`config.mk`:
```
export PLATFORM = sky130hd
export DESIGN_NAME = tbox_move_ctrl
export DESIGN_NICKNAME = d
export VERILOG_FILES = /design/src/rtl/tbox_move_ctrl.sv
export SDC_FILE = /design/constraint.sdc
export NUM_CORES = 1
export LEC_CHECK = 0
export ABC_AREA = 0
export BUFFER_PORTS_ARGS = -buffer_cell sky130_fd_sc_hd__buf_4
export CORE_MARGIN = 2
export CORE_UTILIZATION = 30
export CTS_CLUSTER_SIZE = 16
export DETAILED_ROUTE_END_ITERATION = 10
export GPL_ROUTABILITY_DRIVEN = 0
export PLACE_DENSITY_LB_ADDON = 0.05
export SLEW_MARGIN = 15
export SYNTH_ARGS = -nofsm -noshare
export SYNTH_HDL_FRONTEND = slang
export SYNTH_SLANG_ARGS = --single-unit
```
`constraint.sdc`:
```
create_clock -name clk -period 3.32 [get_ports clk]
set_input_delay 0.664 -clock clk [delete_from_list [all_inputs] [get_ports clk]]
set_output_delay 0.664 -clock clk [all_outputs]
set_load 0.03 [all_outputs]
```
`src/rtl/tbox_move_ctrl.sv`:
```
// tbox_move_ctrl: debounced 5-button front end, 3x3 cursor and placement sequencing for the TBox board.
// Build macro TBOX_CURSOR_WRAP_EN: cursor wraps at the board edges; undefined, it saturates at 01/11.
//
// state     | meaning
// ST_IDLE   | waiting for a place press; board feedback is checked here
// ST_ISSUE  | set strobe high, row/col show the latched target cell
// ST_SETTLE | one cycle for the board's valid vector to update

module tbox_move_ctrl #(
   parameter int DEBOUNCE_CYCLES = 16
) (
   input  logic       clk,
   input  logic       reset,
   input  logic       btn_up,
   input  logic       btn_down,
   input  logic       btn_left,
   input  logic       btn_right,
   input  logic       btn_place,
   input  logic [8:0] valid,
   input  logic [1:0] game_state,
   output logic [1:0] row,
   output logic [1:0] col,
   output logic       set,
   output logic       move_err,
   output logic       busy
);

   localparam int NUM_BTN = 5;
   localparam int B_UP    = 0;
   localparam int B_DOWN  = 1;
   localparam int B_LEFT  = 2;
   localparam int B_RIGHT = 3;
   localparam int B_PLACE = 4;

   localparam int CNT_W = $clog2(DEBOUNCE_CYCLES + 1);
   localparam logic [CNT_W-1:0] CNT_LAST = CNT_W'(DEBOUNCE_CYCLES - 1);
   localparam logic [CNT_W-1:0] CNT_ONE  = CNT_W'(1);

   typedef enum logic [1:0] {
      ST_IDLE   = 2'd0,
      ST_ISSUE  = 2'd1,
      ST_SETTLE = 2'd2
   } state_t;

   logic [NUM_BTN-1:0] btn_raw;
   logic [NUM_BTN-1:0] sync1_q, sync2_q;
   logic [NUM_BTN-1:0] lvl_q, lvl_d, lvl_prev_q;
   logic [CNT_W-1:0]   cnt_q [NUM_BTN];
   logic [CNT_W-1:0]   cnt_d [NUM_BTN];
   logic [NUM_BTN-1:0] evt;

   logic [1:0] row_q, row_d, col_q, col_d;
   logic [1:0] lat_row_q, lat_row_d, lat_col_q, lat_col_d;
   logic       err_q, err_d;
   state_t     state_q, state_d;
   logic [3:0] cur_idx;

   assign btn_raw = {btn_place, btn_right, btn_left, btn_down, btn_up};

   function automatic logic [1:0] cur_dec(input logic [1:0] v);
`ifdef TBOX_CURSOR_WRAP_EN
      cur_dec = (v == 2'd1) ? 2'd3 : v - 2'd1;
`else
      cur_dec = (v == 2'd1) ? 2'd1 : v - 2'd1;
`endif
   endfunction

   function automatic logic [1:0] cur_inc(input logic [1:0] v);
`ifdef TBOX_CURSOR_WRAP_EN
      cur_inc = (v == 2'd3) ? 2'd1 : v + 2'd1;
`else
      cur_inc = (v == 2'd3) ? 2'd3 : v + 2'd1;
`endif
   endfunction

   // Level toggles only after DEBOUNCE_CYCLES consecutive disagreeing samples.
   always_comb begin
      lvl_d = lvl_q;
      for (int i = 0; i < NUM_BTN; i++) begin
         cnt_d[i] = '0;
         if (sync2_q[i] != lvl_q[i]) begin
            if (cnt_q[i] == CNT_LAST) begin
               lvl_d[i] = ~lvl_q[i];
            end else begin
               cnt_d[i] = cnt_q[i] + CNT_ONE;
            end
         end
      end
   end

   assign evt = lvl_q & ~lvl_prev_q;

   always_comb begin
      row_d = row_q;
      col_d = col_q;
      if (evt[B_UP] && !evt[B_DOWN]) begin
         row_d = cur_dec(row_q);
      end else if (evt[B_DOWN] && !evt[B_UP]) begin
         row_d = cur_inc(row_q);
      end
      if (evt[B_LEFT] && !evt[B_RIGHT]) begin
         col_d = cur_dec(col_q);
      end else if (evt[B_RIGHT] && !evt[B_LEFT]) begin
         col_d = cur_inc(col_q);
      end
   end

   // Target cell uses the cursor before any same-cycle movement.
   assign cur_idx = 4'(({2'b00, row_q} - 4'd1) * 4'd3 + {2'b00, col_q} - 4'd1);

   always_comb begin
      state_d   = state_q;
      err_d     = 1'b0;
      lat_row_d = lat_row_q;
      lat_col_d = lat_col_q;
      case (state_q)
         ST_IDLE: begin
            if (evt[B_PLACE]) begin
               if ((game_state != 2'b00) || valid[cur_idx]) begin
                  err_d = 1'b1;
               end else begin
                  state_d   = ST_ISSUE;
                  lat_row_d = row_q;
                  lat_col_d = col_q;
               end
            end
         end
         ST_ISSUE:  state_d = ST_SETTLE;
         ST_SETTLE: state_d = ST_IDLE;
         default:   state_d = ST_IDLE;
      endcase
   end

   always_comb begin
      set      = (state_q == ST_ISSUE);
      busy     = (state_q != ST_IDLE);
      move_err = err_q;
      row      = set ? lat_row_q : row_q;
      col      = set ? lat_col_q : col_q;
   end

   always_ff @(posedge clk or negedge reset) begin
      if (!reset) begin
         sync1_q    <= '0;
         sync2_q    <= '0;
         lvl_q      <= '0;
         lvl_prev_q <= '0;
         cnt_q      <= '{default: '0};
         row_q      <= 2'd1;
         col_q      <= 2'd1;
         lat_row_q  <= 2'd1;
         lat_col_q  <= 2'd1;
         err_q      <= 1'b0;
         state_q    <= ST_IDLE;
      end else begin
         sync1_q    <= btn_raw;
         sync2_q    <= sync1_q;
         lvl_q      <= lvl_d;
         lvl_prev_q <= lvl_q;
         cnt_q      <= cnt_d;
         row_q      <= row_d;
         col_q      <= col_d;
         lat_row_q  <= lat_row_d;
         lat_col_q  <= lat_col_d;
         err_q      <= err_d;
         state_q    <= state_d;
      end
   end

endmodule

```
Word level (Yosys, flattened, before mapping)
Cells that the tools add are included.

ROM bits: 0. Latch bits: 0. Bits in registers: 56. Bits in writable memories: 0. Output and inout bits: 7. Memories: 0.

Divide/modulo/power cells: 0. Shift-type cells: 0. Muxes and demuxes: 28. Equality and inequality tests: 17. Reduce and logical (&&, ||, !) cells: 21. $lt $le $gt $ge: 1. Bitwise logic cells: 8. Multipliers: 1. $add $sub $neg: 12.

Operators by type and width (count): $mux W5 (10); $add A5 B1 Y5 const B (5); $eq A5 B4 Y1 const B (5); $mux W2 (12); $reduce_and A2 Y1 (6); $reduce_bool A2 Y1 (4); $eq A2 B1 Y1 const B (3); $not A1 Y1 (6); $and A5 B5 Y5 (1); $lt A4 B5 Y1 const B (1); $ne A1 B1 Y1 (5); $not A5 Y5 (1); $add A2 B1 Y2 const B (2); $add A4 B2 Y4 (1); $bmux W1 S4 (1); $eq A2 B2 Y1 const B (2); $logic_and A1 B1 Y1 (4); $logic_not A1 Y1 (4); $mul A4 B2 Y4 const B (1); $mux W1 (4); $ne A2 B2 Y1 const B (2); $pmux W2 S2 (1); $sub A2 B1 Y2 const B (2); $sub A4 B1 Y4 const B (1); other kinds (4) (4).

Depth between registers and ports, before layout
Gate-level depths: netlist of run 1.

Word-level depth: 10. Mapped depth: 11. Gate-level depth less buffers: 11.

Worst setup path before layout of run 1
OpenSTA, ideal clock, no wires.

Kind: reg2reg. Start: register row_q[0]. End: register lat_col_q[1]. Setup slack: 268 ps. Data arrival time: 2927 ps. Path buffers: 0. Cell stages (with the launch flop): 12. Cell sequence: dfstp_2 -> inv_1 -> ha_1 -> xor2_1 -> ha_1 -> inv_1 -> fa_1 -> nand2b_1 -> o22ai_1 -> o31a_1 -> nor3b_4 -> mux2_2.

Cells in the longest elaborated chain, start to end: 9.

Ends and longest elaborated chain: start, declared (RTL line 52) `logic [1:0] row_q, row_d, col_q, col_d;`; start signal, assigned (RTL line 161) `row_q <= row_d;`; $sub A2 B1 Y3 (RTL line 109) `assign cur_idx = 4'(({2'b00, row_q} - 4'd1) * 4'd3 + {2'b00, col_q} - 4'd1);`; $mul A4 B2 Y4 (RTL line 109); $add A4 B2 Y4 (RTL line 109); $sub A4 B1 Y4 (RTL line 109); $bmux W1 S4 (RTL line 119) `if ((game_state != 2'b00) || valid[cur_idx]) begin`; $mux W1 (implied by the code) (RTL line 119); $logic_or A1 B1 Y1 (RTL line 119); $not A1 Y1 (no source line); $reduce_and A3 Y1 (no source line); end signal, assigned (RTL line 164) `lat_col_q <= lat_col_d;`; end, declared (RTL line 53) `logic [1:0] lat_row_q, lat_row_d, lat_col_q, lat_col_d;`.

No other way between the ends. The select of a mux whose other input is x is not followed. A chain may end at the register's enable or synchronous reset.

Worst setup path in the final report of run 1
Ends and elaborated chain as after synthesis.

==> results of run 1 <==
## per-stage QoR
step           hold WS, ns  total power [W]  worst slack, ns
5_1_grt             0.3644         0.001357          0.06522
3_3_place_gp        0.3341        0.0008572           0.2052
6_report            0.3563         0.001287           0.2808
2_1_floorplan       0.3312        0.0008056           0.2684
4_1_cts             0.3601         0.001312           0.1564
3_5_place_dp        0.3347        0.0008580           0.1797
## cells in the mapped netlist, drive strengths merged, types with 2 or more instances
cell type	count
dfstp	4
inv	9
xor2	16
nor2b	3
dfrtp	52
mux2i	8
nand2b	3
and2	6
ha	17
nand3	10
nand2	5
a21oi	5
nor3b	4
mux2	9
o31a	2
or2	2
nor2	26
o21ai	9
and3	5
## how the worst max path moves through the flow
stage | start | end | slack [ns] | cells after the start
2_1_floorplan | row_q[0]$_DFFE_PN1P_ | lat_col_q[1]$_DFFE_PN0P_ | 0.27 | 11
3_3_place_gp | row_q[0]$_DFFE_PN1P_ | lat_row_q[1]$_DFFE_PN0P_ | 0.21 | 11
3_5_place_dp | row_q[0]$_DFFE_PN1P_ | lat_col_q[1]$_DFFE_PN0P_ | 0.18 | 11
4_1_cts | row_q[0]$_DFFE_PN1P_ | lat_col_q[1]$_DFFE_PN0P_ | 0.16 | 11
5_1_grt | row_q[0]$_DFFE_PN1P_ | lat_row_q[1]$_DFFE_PN0P_ | 0.07 | 11
6_report | row_q[0]$_DFFE_PN1P_ | lat_col_q[1]$_DFFE_PN0P_ | 0.28 | 11
## registers in the layout, indices dropped and copies added, names as in the netlist
signal / flops
cnt_q: 25
col_q: 2
lat_col_q: 2
lat_row_q: 2
lvl_prev_q: 5
lvl_q: 5
move_err: 1
row_q: 2
state_q: 2
sync1_q: 5
sync2_q: 5
## routing by layer
metal | GRT usage, % | vias up | part of all wire, %
li1 | - | 734 | -
met1 | 12.98 | 691 | 51
met2 | 14.83 | 22 | 43
met3 | 2.793 | 5 | 4.3
met4 | 3.623 | 0 | 1.6
met5 | 0 | - | 0
## timing repair
item,in CTS,in global routing
buffers inserted,0,1
endpoints found under the setup margin,0,2
gates resized for setup,0,1
hold buffers,0,0
## worst reg2reg max path: cells and delay by family (launching register included)
family / cells / cell delay, ns
AOI/OAI and AO/OA: 2 / 0.37
xor gates and xnor gates: 1 / 0.16
adders and majority gates: 3 / 0.92
buffers and inverters: 2 / 0.15
DFF: 1 / 0.54
muxes: 1 / 0.37
and+or+nand+nor: 2 / 0.43
## cell families (layout without fill, tap and decap cells)
logic type / count (synthesis) / in the layout / synth area share [%]
flip-flops: 56 / 56 / 56.97
buffers and inverters: 10 / 43 / 1.520
XOR/XNOR: 17 / 17 / 6.031
AND/OR/NAND/NOR: 67 / 67 / 14.85
adder cells (fa/ha/maj): 18 / 18 / 9.427
multiplexers: 17 / 17 / 7.349
AO/OA/AOI/OAI: 17 / 17 / 3.852
## layout make-up
type / instances / area share [%]
clock buffer: 5 / 2.361
clock inverter: 3 / 1.459
inverter: 9 / 1.159
multi-input combinational: 136 / 35.58
sequential: 56 / 48.24
tap: 105 / 4.506
timing repair buffer: 26 / 6.695
## power groups by stage
stage	registers [W]	logic [W]	clock network, W
after CTS	0.000723	0.000123	0.000466
final	0.000722	0.000124	0.000441
after global placement	0.000736	0.000122	0
after global routing	0.000726	0.000144	0.000488
after floorplan	0.000733	0.0000731	0
after detailed placement	0.000736	0.000122	0
==> impl_metrics.ini, run 1 <==
[drt]
wire_per_inst_um = 11.41
vias_per_cell = 4.271
dr.pass1.iters = 4
routed_wl_um = 3880
drc = 0
num_vias = 1452
first_iter_violations = 34
antenna_left = 0

[floorplanning]
ios = 25
die_w_um = 94.71
row_count = 33
die-height_um = 94.71
start_util_pct = 30.50
die_area_um2 = 8970
core_area_um2 = 8093

[clocking]
cts_tree = built
cts_num_sinks = 56
cts-htree-levels = 2
clkTransAtPathRegs_ns = 0.10
cts_made_buffers = 5
cts_buffer_depth = 2
cts_root_buffer = clkbuf_8
clock_latency_ns = 0.30

[placed_design]
numPortBuffers = 24
dp_cells = 331
placed_cell_area_um2 = 2784
dp_hpwl_um = 2710

[pwr]
leakage_nw = 1.447
power_density_nw_per_um2 = 441.5
p_clk_share_pct = 34.3
ir_drop_mv = 0.2207
internal_power_w = 0.0009867
power_frac_comb_pct = 9.6
p_sw_share_pct = 23.34
switchingPower_w = 0.0003003
seqPwrFrac_pct = 56.1

[finish]
n_fill_cell = 827
fin_util_pct = 36.02
final_area_um2 = 2915
layout.cells.most_common_list = dfrtp_1, nor2_1, buf_4
area_delta_synth_final_pct = 18.09
drive_gt1_share_pct = 23.40
multiInputGateArea_um2 = 1037
num_antenna_cells = 0
instances_no_fill = 340
seq_area_um2 = 1406
final_common_cell = dfrtp_1
final_nets = 270

[timing]
clock_skew_ns = 0.006556
slew_violations = 0
grt_setup_unrepaired = false
period_minus_slack_ns = 3.039
setup_violations = 0
slew_headroom_pct = 52.74
hold_viol_final = 0
layout_worst_path_cycle_share_pct = 91.54
fmax_mhz = 329.0
tns_ns = 0
tightest_slew_ns = 0.7089

[critical_path]
crit_top_cell = inv_1
rrSetupSlack_ns = 0.28
max_stage_delay_ns = 0.54
crit_fanout = 5
crit_family = adder cells
r2r_start = row_q[0]$_DFFE_PN1P_
end_kind = flop
start_kind = flop
crit_arrival_ns = 3.24
worst-setup-path-type = flop to flop
worst-r2r-cell-count = 11
worstPathRequired_ns = 3.52
cp_num_buf_inv = 2
worstReg2RegEnd = lat_col_q[1]$_DFFE_PN0P_
slowest_stage = dfstp_2
path_cells = inv_1, ha_4, xor2_1, ha_1, inv_1, fa_1, nand2b_1, o22ai_1, o31a_1, nor3b_4, mux2_2

[logic_synthesis]
synth.area.top_cells = dfrtp_1, ha_1, xor2_1, dfstp_2, mux2_2
ys_seq_area_share_pct = 56.97
syn_area_um2 = 2469
synth_top_area_cell = dfrtp_1
syn_area_per_cell_um2 = 12.22
synth_fp_nets = 238
syn_inst = 202
synth_flop_cell = dfrtp_1
synth_seq_cells = 56
synth_top_area_share_pct = 52.71
synth_edf_count = 0
synth.distinct_cells = 30
async_flop_share_pct = 100.0
yosysWarnings = 0

[global_routing]
grt_max_degree = 57
grt_usage_pct = 9.668
grt_pass1_vias = 1471
grt_first_pass_wirelength_um = 6755
overflow = 0
antenna_found_initial = 0

[min_path]
hold_path_depth = 0
hold_end = sync2_q[2]$_DFF_PN0_
hp-start = sync1_q[2]$_DFF_PN0_
min_path_type = flop to flop

[status]
status = finished, final reports clean

[flow_run]
max-cap-violations = 0
Note: power is estimated with default switching activity, not from simulation.
==> inputs of run 2 (changes only) <==
- MAX_ROUTING_LAYER: unset -> met4
==> impl_metrics.ini, run 2 (synthesized netlist as in run 1, its figures left out) <==
[finish]
n_fill_cell = 827
instances_no_fill = 340
final_nets = 270
drive_gt1_share_pct = 23.40
area_delta_synth_final_pct = 18.09
final_common_cell = dfrtp_1
num_antenna_cells = 0
largest_register = cnt_q
layout.cells.most_common_list = dfrtp_1, nor2_1, buf_4
largest_reg_flops = 25

[timing]
period_minus_slack_ns = 3.039
layout_worst_path_cycle_share_pct = 91.52
slew_headroom_pct = 52.95
tns_ns = 0
setup_violations = 0
grt_setup_unrepaired = false
tightest_slew_ns = 0.7057
fmax_mhz = 329.1
clock_skew_ns = 0.007905
slew_violations = 0
hold_viol_final = 0

[floorplanning]
start_util_pct = 30.50
ios = 25
die_area_um2 = 8970
core_area_um2 = 8093
row_count = 33
die_w_um = 94.71
die-height_um = 94.71

[drt]
num_vias = 1455
routed_wl_um = 3875
drc = 0
antenna_left = 0
first_iter_violations = 34
dr.pass1.iters = 4
vias_per_cell = 4.279
wire_per_inst_um = 11.40

[placed_design]
numPortBuffers = 24
dp_hpwl_um = 2710
dp_cells = 331

[critical_path]
timing.critical_path.from = row_q[0]$_DFFE_PN1P_
crit_family = adder cells
r2r_start = row_q[0]$_DFFE_PN1P_
path_cells = inv_1, ha_4, xor2_1, ha_1, inv_1, fa_1, nand2b_1, o22ai_1, o31a_1, nor3b_4, mux2_2
crit_fanout = 5
max_stage_delay_ns = 0.54
cp_num_buf_inv = 2
start_kind = flop
crit_arrival_ns = 3.24
end_kind = flop
worst-setup-path-type = flop to flop
crit_top_cell = inv_1
worstPathRequired_ns = 3.52
slowest_stage = dfstp_2

[global_routing]
overflow = 0
grt_first_pass_wirelength_um = 6755
antenna_found_initial = 0
grt_max_degree = 57
grt_usage_pct = 9.951
grt_pass1_vias = 1471

[pwr]
p_total_w = 0.001288
power_density_nw_per_um2 = 441.9
ir_drop_mv = 0.2209
leakage_nw = 1.447

[flow_run]
max-cap-violations = 0

[clocking]
cts_tree = built
cts-htree-levels = 2
cts_num_sinks = 56
cts_buffer_depth = 2
clkTransAtPathRegs_ns = 0.10
cts_made_buffers = 5
clock_latency_ns = 0.31
cts_root_buffer = clkbuf_8

[min_path]
hp-start = sync1_q[2]$_DFF_PN0_
min_path_type = flop to flop

[status]
status = finished, final reports clean
[run 2: area by class of cell]
cell class / instances / area, um^2 / area share (%)
multi-input cells: 136 / 1037 / 35.58
clock inverters: 3 / 42.54 / 1.459
repair buffers: 26 / 195.2 / 6.695
flip-flops and latches: 56 / 1406 / 48.24
inverters: 9 / 33.78 / 1.159
well taps: 105 / 131.4 / 4.506
clock buffers: 5 / 68.82 / 2.361
[run 2: power by group]
| group | internal (W) | leakage (nW) | switching [W] |
|---|---|---|---|
| logic | 0.0000571 | 0.662 | 0.0000670 |
| clock network | 0.000224 | 0.0541 | 0.000219 |
| registers | 0.000706 | 0.732 | 0.0000160 |
| total | 0.000987 | 1.45 | 0.000302 |
[run 2: final timing paths]
check | to | slack [ns] | depth (start not counted)
worst max-delay path | lat_row_q[1]$_DFFE_PN0P_ | 0.28 | 11
worst min-delay path | sync2_q[2]$_DFF_PN0_ | 0.36 | 0
worst max register to register | lat_row_q[1]$_DFFE_PN0P_ | 0.28 | 11
worst min register to register | sync2_q[2]$_DFF_PN0_ | 0.36 | 0
max in group asynchronous | lvl_q[1]$_DFFE_PN0P_ | 2.45 | 1
min in group asynchronous | move_err$_DFF_PN0_ | 0.39 | 1
[run 2: layer usage]
metal | up-vias | part of all wire, % | GRT usage, %
met5 | - | 0 | -
met4 | 0 | 1.6 | 3.623
met3 | 5 | 4.3 | 2.793
met2 | 22 | 44 | 14.83
met1 | 693 | 50 | 12.98
li1 | 735 | - | -
[run 2: what timing repair did]
item                                    in CTS  in global routing
setup buffers                                0                  1
gates resized for setup                      0                  1
endpoints found under the setup margin       0                  2
hold buffers                                 0                  0
[run 2: metrics by stage]
| stage | utilization, % | setup slack (ns) | hold slack [ns] | cell area [um^2] |
|---|---|---|---|---|
| 2_1_floorplan | - | 0.2684 | 0.3312 | 2469 |
| 3_3_place_gp | 34.40 | 0.2052 | 0.3341 | 2784 |
| 3_5_place_dp | 34.40 | 0.1797 | 0.3347 | 2784 |
| 4_1_cts | 35.78 | 0.1564 | 0.3601 | 2895 |
| 5_1_grt | 36.02 | 0.06522 | 0.3644 | 2915 |
| 6_report | 36.02 | 0.2815 | 0.3563 | 2915 |
==> inputs of run 3 (changes only) <==
- CORE_UTILIZATION: 30 -> 58
==> impl_metrics.ini, run 3 (synthesized netlist as in run 1, its figures left out) <==
[critical_path]
worstPathRequired_ns = 3.51
crit_arrival_ns = 3.33
end_kind = flop
worst-setup-path-type = flop to flop
start_kind = flop
crit_fanout = 5

[global_routing]
overflow = 0
antenna_found_initial = 0
grt_first_pass_wirelength_um = 7024
grt_max_degree = 57
grt_usage_pct = 18.90
grt_pass1_vias = 1642

[floorplanning]
row_count = 23
die_area_um2 = 4794
die_w_um = 69.24
die-height_um = 69.24
ios = 25
core_area_um2 = 4058
start_util_pct = 60.84

[placed_design]
numPortBuffers = 24
placed_cell_area_um2 = 2708
dp_hpwl_um = 2938

[timing]
setup_violations = 0
clock_skew_ns = 0.01106
slew_headroom_pct = 55.19
slew_violations = 0
tns_ns = 0
hold_viol_final = 0
layout_worst_path_cycle_share_pct = 94.59
grt_setup_unrepaired = false
fmax_mhz = 318.4
period_minus_slack_ns = 3.140
timing.hold.ws_ns = 0.3537
tightest_slew_ns = 0.6721

[drt]
vias_per_cell = 5.298
wire_per_inst_um = 14.01
antenna_left = 0
num_vias = 1510
dr.pass1.iters = 4
first_iter_violations = 60
routed_wl_um = 3994
drc = 0

[finish]
final_area_um2 = 2843
num_antenna_cells = 0
drive_gt1_share_pct = 22.98
n_fill_cell = 288
largest_reg_flops = 25
largest_register = cnt_q
final_common_cell = dfrtp_1
layout.cells.most_common_list = dfrtp_1, nor2_1, buf_4
final_nets = 270
area_delta_synth_final_pct = 15.15

[min_path]
min_path_type = flop to flop

[flow_run]
max-cap-violations = 0

[status]
status = finished, final reports clean

[clocking]
clkTransAtPathRegs_ns = 0.09
cts_made_buffers = 5
cts_buffer_depth = 2
cts_root_buffer = clkbuf_8
cts_num_sinks = 56
clock_latency_ns = 0.30
cts-htree-levels = 2
cts_tree = built

[pwr]
power_density_nw_per_um2 = 448.4
ir_drop_mv = 0.3010
leakage_nw = 1.449
[run 3: worst paths after layout]
path / cells after the start / start / slack (ns) / to
worst max-delay path: 11 / row_q[0]$_DFFE_PN1P_ / 0.18 / lat_row_q[1]$_DFFE_PN0P_
worst min-delay path: 0 / sync1_q[0]$_DFF_PN0_ / 0.35 / sync2_q[0]$_DFF_PN0_
worst min register to register: 0 / sync1_q[0]$_DFF_PN0_ / 0.35 / sync2_q[0]$_DFF_PN0_
worst max register to register: 11 / row_q[0]$_DFFE_PN1P_ / 0.18 / lat_row_q[1]$_DFFE_PN0P_
min in group asynchronous: 1 / reset / 0.38 / cnt_q[23]$_DFF_PN0_
max in group asynchronous: 1 / reset / 2.48 / lvl_prev_q[2]$_DFF_PN0_
[run 3: per-layer routing]
metal,vias up,global-route usage (%),routed length [um]
li1,738,-,-
met1,731,22.53,1723
met2,34,31.20,2015
met3,7,4.215,181
met4,0,7.843,74
met5,-,-,0
[run 3: cell type report]
| class | count | area [um^2] | share of cell area (%) |
|---|---|---|---|
| Sequential cell | 56 | 1406 | 49.47 |
| Multi-Input combinational cell | 136 | 1037 | 36.49 |
| Timing Repair Buffer | 26 | 195.2 | 6.866 |
| Clock buffer | 6 | 72.57 | 2.553 |
| Tap cell | 50 | 62.56 | 2.201 |
| Clock inverter | 2 | 35.03 | 1.232 |
| Inverter | 9 | 33.78 | 1.188 |
[run 3: repair_timing]
action | in CTS | in global routing
gates resized for setup | 0 | 1
setup buffers | 1 | 1
hold buffers | 0 | 0
endpoints found under the setup margin | 1 | 4
pin swaps | 1 | 1
hold endpoints to repair | 0 | 0
gates cloned | 0 | 0
[run 3: critical path, cell delays in order, from the launching register on]
cell      delay [ns]
dfstp_2         0.55
inv_1           0.10
ha_4            0.30
xor2_1          0.16
ha_1            0.17
inv_1           0.05
fa_1            0.49
nand2b_1        0.12
o22ai_1         0.10
o31a_1          0.29
nor3b_4         0.31
mux2_2          0.38
[run 3: metrics by stage]
stage / setup WS, ns / power, W / util, % / cells
final: 0.1796 / 0.001275 / 70.06 / 285
after detailed placement: 0.004972 / 0.0008597 / 66.73 / 275
after global routing: 0.02247 / 0.001343 / 70.06 / 285
after global placement: 0.1781 / 0.0008460 / 66.73 / 275
after floorplan: 0.2684 / 0.0008056 / - / 202
after CTS: 0.06560 / 0.001285 / 69.57 / 284
[run 3: power breakdown]
group          total, W  internal, W  switching, W  leakage (nW)
clock network  0.000423     0.000224      0.000199        0.0552
logic          0.000129    0.0000584     0.0000704         0.662
registers      0.000723     0.000706     0.0000171         0.732
